## src/rtl/mem_arbiter.sv

```systemverilog
// mem_arbiter: shares one memory port between instruction fetch and data access.
// Data wins ties; every transaction is bounded by a TIMEOUT wait-cycle abort.
`default_nettype none

module mem_arbiter #(
  parameter int TIMEOUT = 255
) (
  input  logic        clk,
  input  logic        rst_n,
  input  logic        ImemReqF,
  input  logic [31:0] PCF,
  input  logic        FlushF,
  input  logic        DmemReqM,
  input  logic        DmemWriteM,
  input  logic [31:0] ALUResultM,
  input  logic [31:0] WriteDataM,
  input  logic [3:0]  ByteEnM,
  output logic        mem_req,
  output logic        mem_we,
  output logic [31:0] mem_addr,
  output logic [31:0] mem_wdata,
  output logic [3:0]  mem_be,
  input  logic        mem_ready,
  input  logic [31:0] mem_rdata,
  output logic [31:0] InstrF,
  output logic        InstrValidF,
  output logic [31:0] ReadDataM,
  output logic        DataValidM,
  output logic        StallMemF,
  output logic        StallMemM,
  output logic        MemErr
);

  localparam int CW = (TIMEOUT < 2) ? 1 : $clog2(TIMEOUT + 1);
  localparam logic [CW-1:0] TIMEOUT_C = CW'(TIMEOUT);

  typedef enum logic [1:0] {
    IDLE   = 2'd0,
    IFETCH = 2'd1,
    DACC   = 2'd2
  } state_t;

  state_t        state, state_d;
  logic [CW-1:0] cnt, cnt_d, cnt_inc;
  logic          squash, squash_d;
  logic          timed_out;
  logic [31:0]   resp;

  logic          mem_req_d, mem_we_d;
  logic [31:0]   mem_addr_d, mem_wdata_d;
  logic [3:0]    mem_be_d;
  logic [31:0]   InstrF_d, ReadDataM_d;
  logic          InstrValidF_d, DataValidM_d, MemErr_d;

  assign StallMemM = DmemReqM & ~DataValidM;
  assign StallMemF = (ImemReqF & ~InstrValidF) | StallMemM;

  always_ff @(posedge clk or negedge rst_n) begin
    if (!rst_n) begin
      state       <= IDLE;
      cnt         <= '0;
      squash      <= 1'b0;
      mem_req     <= 1'b0;
      mem_we      <= 1'b0;
      mem_addr    <= 32'h0;
      mem_wdata   <= 32'h0;
      mem_be      <= 4'h0;
      InstrF      <= 32'h0;
      InstrValidF <= 1'b0;
      ReadDataM   <= 32'h0;
      DataValidM  <= 1'b0;
      MemErr      <= 1'b0;
    end else begin
      state       <= state_d;
      cnt         <= cnt_d;
      squash      <= squash_d;
      mem_req     <= mem_req_d;
      mem_we      <= mem_we_d;
      mem_addr    <= mem_addr_d;
      mem_wdata   <= mem_wdata_d;
      mem_be      <= mem_be_d;
      InstrF      <= InstrF_d;
      InstrValidF <= InstrValidF_d;
      ReadDataM   <= ReadDataM_d;
      DataValidM  <= DataValidM_d;
      MemErr      <= MemErr_d;
    end
  end

  always_comb begin
    state_d       = state;
    cnt_d         = cnt;
    squash_d      = squash;
    mem_req_d     = mem_req;
    mem_we_d      = mem_we;
    mem_addr_d    = mem_addr;
    mem_wdata_d   = mem_wdata;
    mem_be_d      = mem_be;
    InstrF_d      = InstrF;
    InstrValidF_d = 1'b0;
    ReadDataM_d   = ReadDataM;
    DataValidM_d  = 1'b0;
    MemErr_d      = MemErr;
    cnt_inc       = cnt + CW'(1);
    timed_out     = (cnt_inc == TIMEOUT_C);
    // An aborted transaction returns zero data.
    resp          = mem_ready ? mem_rdata : 32'h0;

    case (state)
      IDLE: begin
        // A requester whose completion pulse is high this cycle is not re-granted.
        if (DmemReqM && !DataValidM) begin
          state_d     = DACC;
          cnt_d       = '0;
          mem_req_d   = 1'b1;
          mem_we_d    = DmemWriteM;
          mem_addr_d  = ALUResultM;
          mem_wdata_d = WriteDataM;
          mem_be_d    = DmemWriteM ? ByteEnM : 4'hF;
        end else if (ImemReqF && !InstrValidF) begin
          state_d    = IFETCH;
          cnt_d      = '0;
          squash_d   = FlushF;
          mem_req_d  = 1'b1;
          mem_we_d   = 1'b0;
          mem_addr_d = PCF;
          mem_be_d   = 4'hF;
        end
      end
      IFETCH: begin
        if (mem_ready || timed_out) begin
          state_d   = IDLE;
          cnt_d     = '0;
          squash_d  = 1'b0;
          mem_req_d = 1'b0;
          if (!mem_ready) MemErr_d = 1'b1;
          if (!(squash || FlushF)) begin
            InstrF_d      = resp;
            InstrValidF_d = 1'b1;
          end
        end else begin
          cnt_d = cnt_inc;
          if (FlushF) squash_d = 1'b1;
        end
      end
      DACC: begin
        if (mem_ready || timed_out) begin
          state_d      = IDLE;
          cnt_d        = '0;
          mem_req_d    = 1'b0;
          mem_we_d     = 1'b0;
          DataValidM_d = 1'b1;
          if (!mem_ready) MemErr_d = 1'b1;
          // A completed store leaves the last load data in place.
          if (!mem_we || !mem_ready) ReadDataM_d = resp;
        end else begin
          cnt_d = cnt_inc;
        end
      end
      default: state_d = IDLE;
    endcase
  end

endmodule

`default_nettype wire

```

## config.mk

```make
export PLATFORM = sky130hd
export DESIGN_NAME = mem_arbiter
export DESIGN_NICKNAME = d
export VERILOG_FILES = /design/src/rtl/mem_arbiter.sv
export SDC_FILE = /design/constraint.sdc
export NUM_CORES = 1
export LEC_CHECK = 0
export ABC_AREA = 1
export CORE_MARGIN = 2
export CORE_UTILIZATION = 38
export CTS_CLUSTER_DIAMETER = 50
export CTS_CLUSTER_SIZE = 12
export DETAILED_ROUTE_END_ITERATION = 6
export PLACE_DENSITY = 0.77
export SYNTH_ARGS = -nofsm -noshare
export SYNTH_HDL_FRONTEND = slang
export SYNTH_SLANG_ARGS = --single-unit
```

## constraint.sdc

```tcl
create_clock -name clk -period 1.93 [get_ports clk]
set_input_delay 0.579 -clock clk [delete_from_list [all_inputs] [get_ports clk]]
set_output_delay 0.579 -clock clk [all_outputs]
set_load 0.02 [all_outputs]
```

Yosys cells after proc, flatten, opt, wreduce, memory -nomap -nowiden
Cells that the tools add are included.

Bits in registers: 148. Input port bits: 139. Output and inout bits: 139. Logic and storage cells: 86.

Add/sub/neg operators: 1. Eq/ne operators: 9. Multiplexer cells: 31. Bitwise gates (word level): 7. Reductions and logical operators: 25.

Operator list (number): 2-to-1 mux 32 bit (3); 2-to-1 mux 8 bit (3); one-hot mux 8 bit (2 select lines) (1); AND reduction 3 bit (5); 2-to-1 mux 1 bit (14); 2-to-1 mux 4 bit (3); adder 8 x 1 -> 8 bit, second input constant (1); equality test 8 bit, second input constant (1); AND reduction 2 bit (4); nonzero test 2 bit (4); 2-to-1 mux 2 bit (3); != test 2 bit, second input constant (3); != test 3 bit, second input constant (2); one-hot mux 1 bit (2 select lines) (3); logical NOT 1 bit (4); inverter 1 bit (4); one-hot mux 2 bit (2 select lines) (1); AND reduction 4 bit (1); logical OR 1 bit (3); AND 1 bit (2); equality test 2 x 1 -> 1 bit, second input constant (1); equality test 2 bit, second input constant (1); logical AND 1 bit (2); logical NOT 2 bit (1); 3 further kinds (3).

Longest topological paths before layout
Gate-level depths: netlist (run 1).

Depth in word-level cells: 5. Gate-level depth with buffers: 14. Mapped depth without buffers: 12.

Worst setup path before layout (run 1)
No wires, ideal clock.

Path kind: input -> output. Start point: in DmemReqM. End point: out StallMemM. Data arrival time: 1524 ps. Data required time: 1351 ps. Slack: -173 ps. Stages: 5. Buffers on the path: 2. Cells stage by stage: inv_1 -> or2_2 -> buf_2 -> clkinv_1 -> clkbuf_1.

Longest elaborated chain between the ends: 1.

RTL lines: from (decl) (RTL line 13) `input logic DmemReqM,`; AND 1 bit (RTL line 55) `assign StallMemM = DmemReqM & ~DataValidM;`; to (decl) (RTL line 30) `output logic StallMemM,`.

No other way between the ends.

Final worst setup path (run 1)
Start point: reg cnt[0]. End point: reg InstrF[19].

Longest elaborated chain between the ends: 4.

RTL lines: from (decl) (RTL line 44) `logic [CW-1:0] cnt, cnt_d, cnt_inc;`; from (signal assigned) (RTL line 75) `cnt <= cnt_d;`; adder 8 x 1 -> 8 bit (RTL line 104) `cnt_inc = cnt + CW'(1);`; equality test 8 bit (RTL line 105) `timed_out = (cnt_inc == TIMEOUT_C);`; logical OR 1 bit (RTL line 131) `if (mem_ready || timed_out) begin`; AND reduction 3 bit (no source line); to (signal assigned) (RTL line 82) `InstrF <= InstrF_d;`; to (decl) (RTL line 25) `output logic [31:0] InstrF,`.

No other way between the ends. A chain may end at the register's enable or synchronous reset.

==> results of run 1 <==
-- per-stage QoR --
step	std cells	cell area [sq um]	setup TNS, ns	hold slack [ns]
final	1159	10500	-0.136	0.0242
after global routing	1159	10500	-4.92	0.0211
after CTS	1150	9970	-0.106	0.0110
after detailed placement	1116	9420	-43.58	0.459
after global placement	1116	9420	-42.80	0.450
after floorplan	628	6240	0	0.283
-- registers in the layout, indices dropped and copies added, names as in the netlist --
register     flops
mem_req          1
InstrF          32
MemErr           1
cnt              8
mem_addr        32
mem_wdata       32
InstrValidF      1
squash           1
state            2
DataValidM       1
ReadDataM       32
mem_be           4
mem_we           1
-- cells by family (layout without fill, tap and decap cells) --
group                      after synthesis  in the layout
AOI/OAI and AO/OA                      119            119
and+or+nand+nor                        265            266
buffers and inverters                   58            372
DFF                                    148            148
muxes                                   32             32
adders and majority gates                6              6
-- per-layer routing --
| metal | share of wire [%] | vias to the layer above |
|---|---|---|
| met4 | 2.6 | 0 |
| met1 | 39 | 2701 |
| met3 | 7.1 | 36 |
| li1 | - | 2694 |
| met2 | 51 | 201 |
| met5 | 0 | - |
-- power by group through the flow --
stage | clock [mW] | combinational [mW] | sequential [mW]
global placement | 0 | 7.79 | 5.26
floorplan | 0 | 2.21 | 7.00
global route | 3.77 | 7.89 | 5.57
CTS | 3.63 | 7.01 | 5.24
detailed placement | 0 | 7.90 | 5.33
finish | 3.55 | 7.38 | 5.39
-- cell type report --
type / instances / area [sq um] / area share [%]
Sequential cell: 148 / 3700 / 35.3
Timing Repair Buffer: 316 / 3200 / 30.5
Multi-Input combinational cell: 423 / 2580 / 24.6
Clock buffer: 21 / 460 / 4.39
Tap cell: 216 / 270 / 2.58
Clock inverter: 11 / 174 / 1.66
Inverter: 24 / 95.1 / 0.907
-- worst paths after layout --
kind                                             end  slack, ns  cells after the start
setup / recovery              InstrF[19]$_DFFE_PN0P_      -0.02                     13
hold / removal              mem_addr[29]$_DFFE_PN0P_       0.02                      1
setup reg to reg              InstrF[19]$_DFFE_PN0P_      -0.02                     13
hold reg to reg                   MemErr$_DFFE_PN0P_       0.47                      1
max in group asynchronous  ReadDataM[13]$_DFFE_PN0P_       1.29                      2
min in group clk                  MemErr$_DFFE_PN0P_       0.47                      1
-- repair_timing --
item                                    4_1_cts  5_1_grt
buffers inserted                              0        1
endpoints found under the hold margin         0        0
cloned                                        2        8
endpoints found under the setup margin      178       84
pin swaps                                     1        7
hold buffers                                  0        0
gates resized for setup                     160      106
-- layout by cell type, fill, tap and decap left out, types with 3 or more instances in the layout --
cell type	count
a21oi_1	6
a31oi_1	33
buf_12	11
buf_4	16
buf_6	6
bufinv_16	4
clkbuf_16	23
clkdlybuf4s50_1	135
clkinv_4	4
dfrtp_1	147
dlygate4sd2_1	138
ha_1	4
inv_1	17
inv_2	6
mux2_2	32
nand2_1	146
nand2_2	36
nand2_4	17
nand3_1	6
nand3_4	4
nand4_1	3
nor2_1	47
o21ai_0	7
o21ai_1	30
o21ai_2	36
o22ai_1	5
-- worst reg2reg max path, delay by kind of cell (launching register included) --
kind,cells,cell delay (ns)
simple gates,7,0.76
flops,1,0.42
buf+inv,4,0.50
compound gates,1,0.05
fa+ha+maj,1,0.12
==> impl_results.md, run 1 <==
* Endpoints failing setup at 14
* Power Total at 16.3 mW
* Synth Area in Compound Gates at 11.8%
* Met1 usage at 25.8%
* Post-Synthesis Cell Area at 6230 sq um
* Die height at 132 um
* CP max FO at 8
* Pwr/cell area at 1560 nW/um^2
* Largest cells by area after synthesis: dfrtp_1 59%, nand2_1 12%, mux2_2 5.8%
* Clock buffer count from CTS at 17
* Synth Area in Simple Gates at 16.9%
* RSZ-0062 raised after global routing: yes
* IO Pins at 278
* Yosys top cell area share at 59.4%
* Total gr overflow at 0
* Initial antenna violation count at 0
* Pre-Repair DR Iteration Count at 5
* Critical path capture point type: register
* Tot GR Track Use at 21.6%
* Clock Latency Late Sink at 0.42 ns
* Initial DRC Count at 296
* CP arrival at 2.26 ns
* Critical register-to-register path startpoint: cnt[0]$_DFFE_PN0P_
* Via count at 5632
* Pint at 9.92 mW
* Number of antenna diodes at 0
* Critical path class: reg -> reg
* Row count at 46
* Vias per cell at 4.86
* Synthesis warning total at 0
* Final Max Tran Viols at 0
* CP max stage delay at 0.42 ns
* Sequential area share after synthesis at 59.4%
* Combinational share of power at 45.2%
* DP Wirelength at 13000 um
* Crit-path cells: buf_6, inv_2, ha_4, inv_2, nor2_2, nand3_2, nor2_4, nand2_2, nand2_4, nand3_4, clkbuf_16, nand2_1, o21ai_2
* CP Launch Type: register
* Mux share of post-synthesis cell area at 5.78%
* Worst Path Buf+Inv at 4
* WL final at 19500 um
* Placer congestion estimate at 0.841
* Max cap viols at 0
* Failing checks: negative setup slack
* Clock share of power at 21.8%
* Worst-path clk slew at 0.06 ns
* Distinct cells, synth at 28
* Final period utilization at 101%
* Synth Instances at 628
* Number of flops mapped to enable cells by yosys at 0
* Outcome: complete, but fails checks
* Worst Setup SP: cnt[0]$_DFFE_PN0P_
* CP dominant cell by count: inv_2
* # clock sinks at 148
* Antenna Nets Post-Route at 0
* Number of synthesized register bits at 148
* Util after Layout at 65.8%
* Post-synthesis adder-cell area fraction at 1.20%
* HP Class: in -> async
* Met3 Usage GRT at 6.07%
* Effective utilization at floorplan at 39.1%
* Async SR Flop Fraction at 100%
* GR Util met2 at 36.5%
* NetSw at 6.40 mW
* Max IR drop VDD at 0.916 mV
* Main flop type after synthesis: dfrtp_1
* Die area at 17400 sq um
* Root buf cell: clkbuf_16
* CTS tree: done
* Commonest cells in the synthesized netlist: 197 x nand2_1, 148 x dfrtp_1, 49 x nor2_1
* Global-route wire length before repair at 29700 um
* Residual DRC count at 0
* Layout cells sized above 1 at 22.9%
* Vias in the first global route at 5584
* Max frequency at 512 MHz
* Area growth, synth to finish at 68.2%
* Worst-Margin Slew at 0.538 ns
* H-tree Lvls at 4
* Final worst setup slack at -0.0227 ns
* Sw frac at 39.2%
* Syn_area_per_cell at 9.92 sq um
* Cell taking the most area after synthesis: dfrtp_1
* CP delay by family, top: simple AND/OR/NAND/NOR gates
* Port buffer count at 277
* Rel. slew slack at 64.0%
* Xor/xnor share of the synthesized area at 0%
* Fillers at 1280
* Largest net degree at the start of global routing at 59
* DP Worst Slack at -0.703 ns
* Endpoints failing hold at 0
* Core Region at 15900 sq um
* Post-layout min period at 1.95 ns
* Routed length per instance at 16.8 um
* Final nets at 1075
* Leak pwr at 4.86 nW
* Critical Path RT at 2.24 ns
* Worst Clk Skew at 0.00964 ns
* Largest family of logic cells by synthesized area: simple AND/OR/NAND/NOR gates
* Count leader, synth: nand2_1
* Worst path slowest cell: dfrtp_1
* Die X at 132 um
* Clock Tree Buf Depth at 2
* Most Crowded Layer GR: met2
* Sequential share of power at 33.0%
* Mapped Nets at 773
No activity file was read; power rests on OpenSTA's default activity.
==> run 2, diff against run 1 <==
==> constraint.sdc (replaced) <==
create_clock -name clk -period 1.93 [get_ports clk]
set_input_delay 0.386 -clock clk [delete_from_list [all_inputs] [get_ports clk]]
set_output_delay 0.386 -clock clk [all_outputs]
set_load 0.02 [all_outputs]
==> run 2 against run 1 <==
Compared with the run above: the run now ends clean; critical path type unchanged; design area down 1.5%; register-to-register slack better by 0.05 ns; sequential power down 1%; combinational power up 8.3%; first-iteration DRC count unchanged; clock skew down 0.0026 ns; worst hold slack better by 0.39 ns; clock power down 4%; global-route usage down 0.99 points; sequential share of layout area up 0.55 points; sequential cell count unchanged; setup slack better by 0.049 ns.
==> impl_results.md, run 2 (synthesis results as in run 1) <==
* Outcome: completed
* Sw frac at 36.9%
* Largest net degree at the start of global routing at 66
* Vias per cell at 4.84
* NetSw at 6.17 mW
* Util after Layout at 64.8%
* Routed length per instance at 16.0 um
* Global-route wire length before repair at 28600 um
* Fin area at 10300 sq um
* Via count at 5580
* Max cap viols at 0
* Root buf cell: clkbuf_16
* Worst Clk Skew at 0.00700 ns
* R2r endpoint: InstrF[25]$_DFFE_PN0P_
* WL final at 18400 um
* H-tree Lvls at 4
* Clock share of power at 20.3%
* Die height at 132 um
* Register Area at 3710 sq um
* Placed Cells at 1110
* Total gr overflow at 0
* Fillers at 1313
* Antenna Nets Post-Route at 0
* Layout cells sized above 1 at 18.0%
* CP Launch Type: register
* Row count at 46
* HP Class: in -> async
* Dpl cell area at 9330 sq um
* Power Total at 16.7 mW
* Pwr/cell area at 1620 nW/um^2
* IO Pins at 278
* Pint at 10.5 mW
* Endpoints failing hold at 0
* CTS tree: done
* Number of antenna diodes at 0
* Clock buffer count from CTS at 17
* Post-layout min period at 1.90 ns
* Residual DRC count at 0
* DP Worst Slack at -0.343 ns
* Final Max Tran Viols at 0
* Combinational share of power at 47.8%
* Most frequent cells in the layout: 274 x clkdlybuf4s50_1, 178 x nand2_1, 146 x dfrtp_1
* Fin cells at 1154
* Critical Path RT at 2.24 ns
* Final period utilization at 98.6%
* Critical path class: reg -> reg
* Critical path capture point type: register
* Initial antenna violation count at 0
* DP Wirelength at 12800 um
* Initial DRC Count at 296
* Max IR drop VDD at 1.18 mV
* Core Region at 15900 sq um
* Clock Tree Buf Depth at 2
* Endpoints failing setup at 0
* Tot GR Track Use at 20.6%
* Area growth, synth to finish at 65.7%
* Rel. slew slack at 74.5%
* Vias in the first global route at 5636
* Worst Reg-to-Reg Cells at 13
* Final nets at 1070
* RSZ-0062 raised after global routing: yes
* Multi-input gate area at 2400 sq um
* Critical register-to-register path startpoint: cnt[4]$_DFFE_PN0P_
* Leak pwr at 4.43 nW
* Placer congestion estimate at 0.830
* Final worst setup slack at 0.0266 ns
* Effective utilization at floorplan at 39.1%
* Port buffer count at 277
* Worst-Margin Slew at 0.383 ns
* Pre-Repair DR Iteration Count at 4
* Die X at 132 um
* Max frequency at 525 MHz
* CP max FO at 9
* Sequential share of power at 31.8%
* Die area at 17400 sq um
* # clock sinks at 148
* Worst-path clk slew at 0.06 ns
* CP arrival at 2.21 ns
* Commonest non-fill, non-tap cell in the layout: clkdlybuf4s50_1
* Clock Latency Late Sink at 0.42 ns
* R2R setup slack at 0.03 ns
[run 2: how the worst max path moves through the flow]
stage | cells after the start | endpoint | slack (ns) | start
after floorplan | 13 | InstrF[1]$_DFFE_PN0P_ | 0.09 | cnt[0]$_DFFE_PN0P_
after global placement | 5 | StallMemM | -0.32 | DmemReqM
after detailed placement | 5 | StallMemM | -0.34 | DmemReqM
after CTS | 12 | InstrF[1]$_DFFE_PN0P_ | 0.03 | cnt[1]$_DFFE_PN0P_
after global routing | 13 | InstrF[0]$_DFFE_PN0P_ | -0.05 | cnt[0]$_DFFE_PN0P_
final | 13 | InstrF[25]$_DFFE_PN0P_ | 0.03 | cnt[4]$_DFFE_PN0P_
[run 2: worst max-delay path: stages, from the launching register on]
cell and delay [ns]:
dfrtp_1 0.42, nand2_1 0.14, nor2_2 0.15, nand2_1 0.07, nand2_1 0.05, nand2_1 0.10
nor2_4 0.16, nand2_4 0.08, nand2_4 0.09, nand3_4 0.07, buf_12 0.16, clkbuf_16 0.17
nand2_1 0.07, o21ai_2 0.05
[run 2: metrics by stage]
step | hold slack (ns) | setup TNS [ns]
floorplan | 0.0904 | 0
global placement | 0.289 | -12.00
detailed placement | 0.296 | -14.89
CTS | 0.410 | 0
global route | 0.429 | -0.960
finish | 0.418 | 0
[run 2: repair_timing]
action / CTS / global route
hold buffers: 1 / 0
setup endpoints to repair: 17 / 75
pin swaps: 0 / 5
gates resized for setup: 9 / 51
setup buffers: 0 / 4
endpoints found under the hold margin: 29 / 0
gates cloned: 0 / 7
[run 2: metal layers]
metal | GRT usage, % | up-vias | routed length (um)
met1 | 24.0 | 2664 | 7440
met3 | 6.23 | 37 | 1310
li1 | - | 2674 | -
met2 | 34.7 | 205 | 9140
met4 | 9.66 | 0 | 553
met5 | 0 | - | 0
[run 2: power groups by stage]
stage	clock network [mW]	logic, mW	registers [mW]
2_1_floorplan	0	2.20	7.00
5_1_grt	3.60	8.56	5.51
3_5_place_dp	0	7.85	5.32
4_1_cts	3.47	7.88	5.29
3_3_place_gp	0	7.74	5.26
6_report	3.40	7.99	5.32
[run 2: layout make-up]
type | count | area share (%)
Multi-Input combinational cell | 422 | 23.2
Inverter | 24 | 0.897
Timing Repair Buffer | 312 | 31.5
Clock inverter | 13 | 1.53
Tap cell | 216 | 2.62
Clock buffer | 19 | 4.39
Sequential cell | 148 | 35.9
==> run 3, diff against run 2 <==
--- a/config.mk
+++ b/config.mk
@@ -6,6 +6,7 @@
 export NUM_CORES = 1
 export LEC_CHECK = 0
 export ABC_AREA = 1
+export CAP_MARGIN = 0
 export CORE_MARGIN = 2
 export CORE_UTILIZATION = 38
 export CTS_CLUSTER_DIAMETER = 50
==> results of run 3 <==
Same layout as run 2: the final DEF is identical, and so are final timing and power.
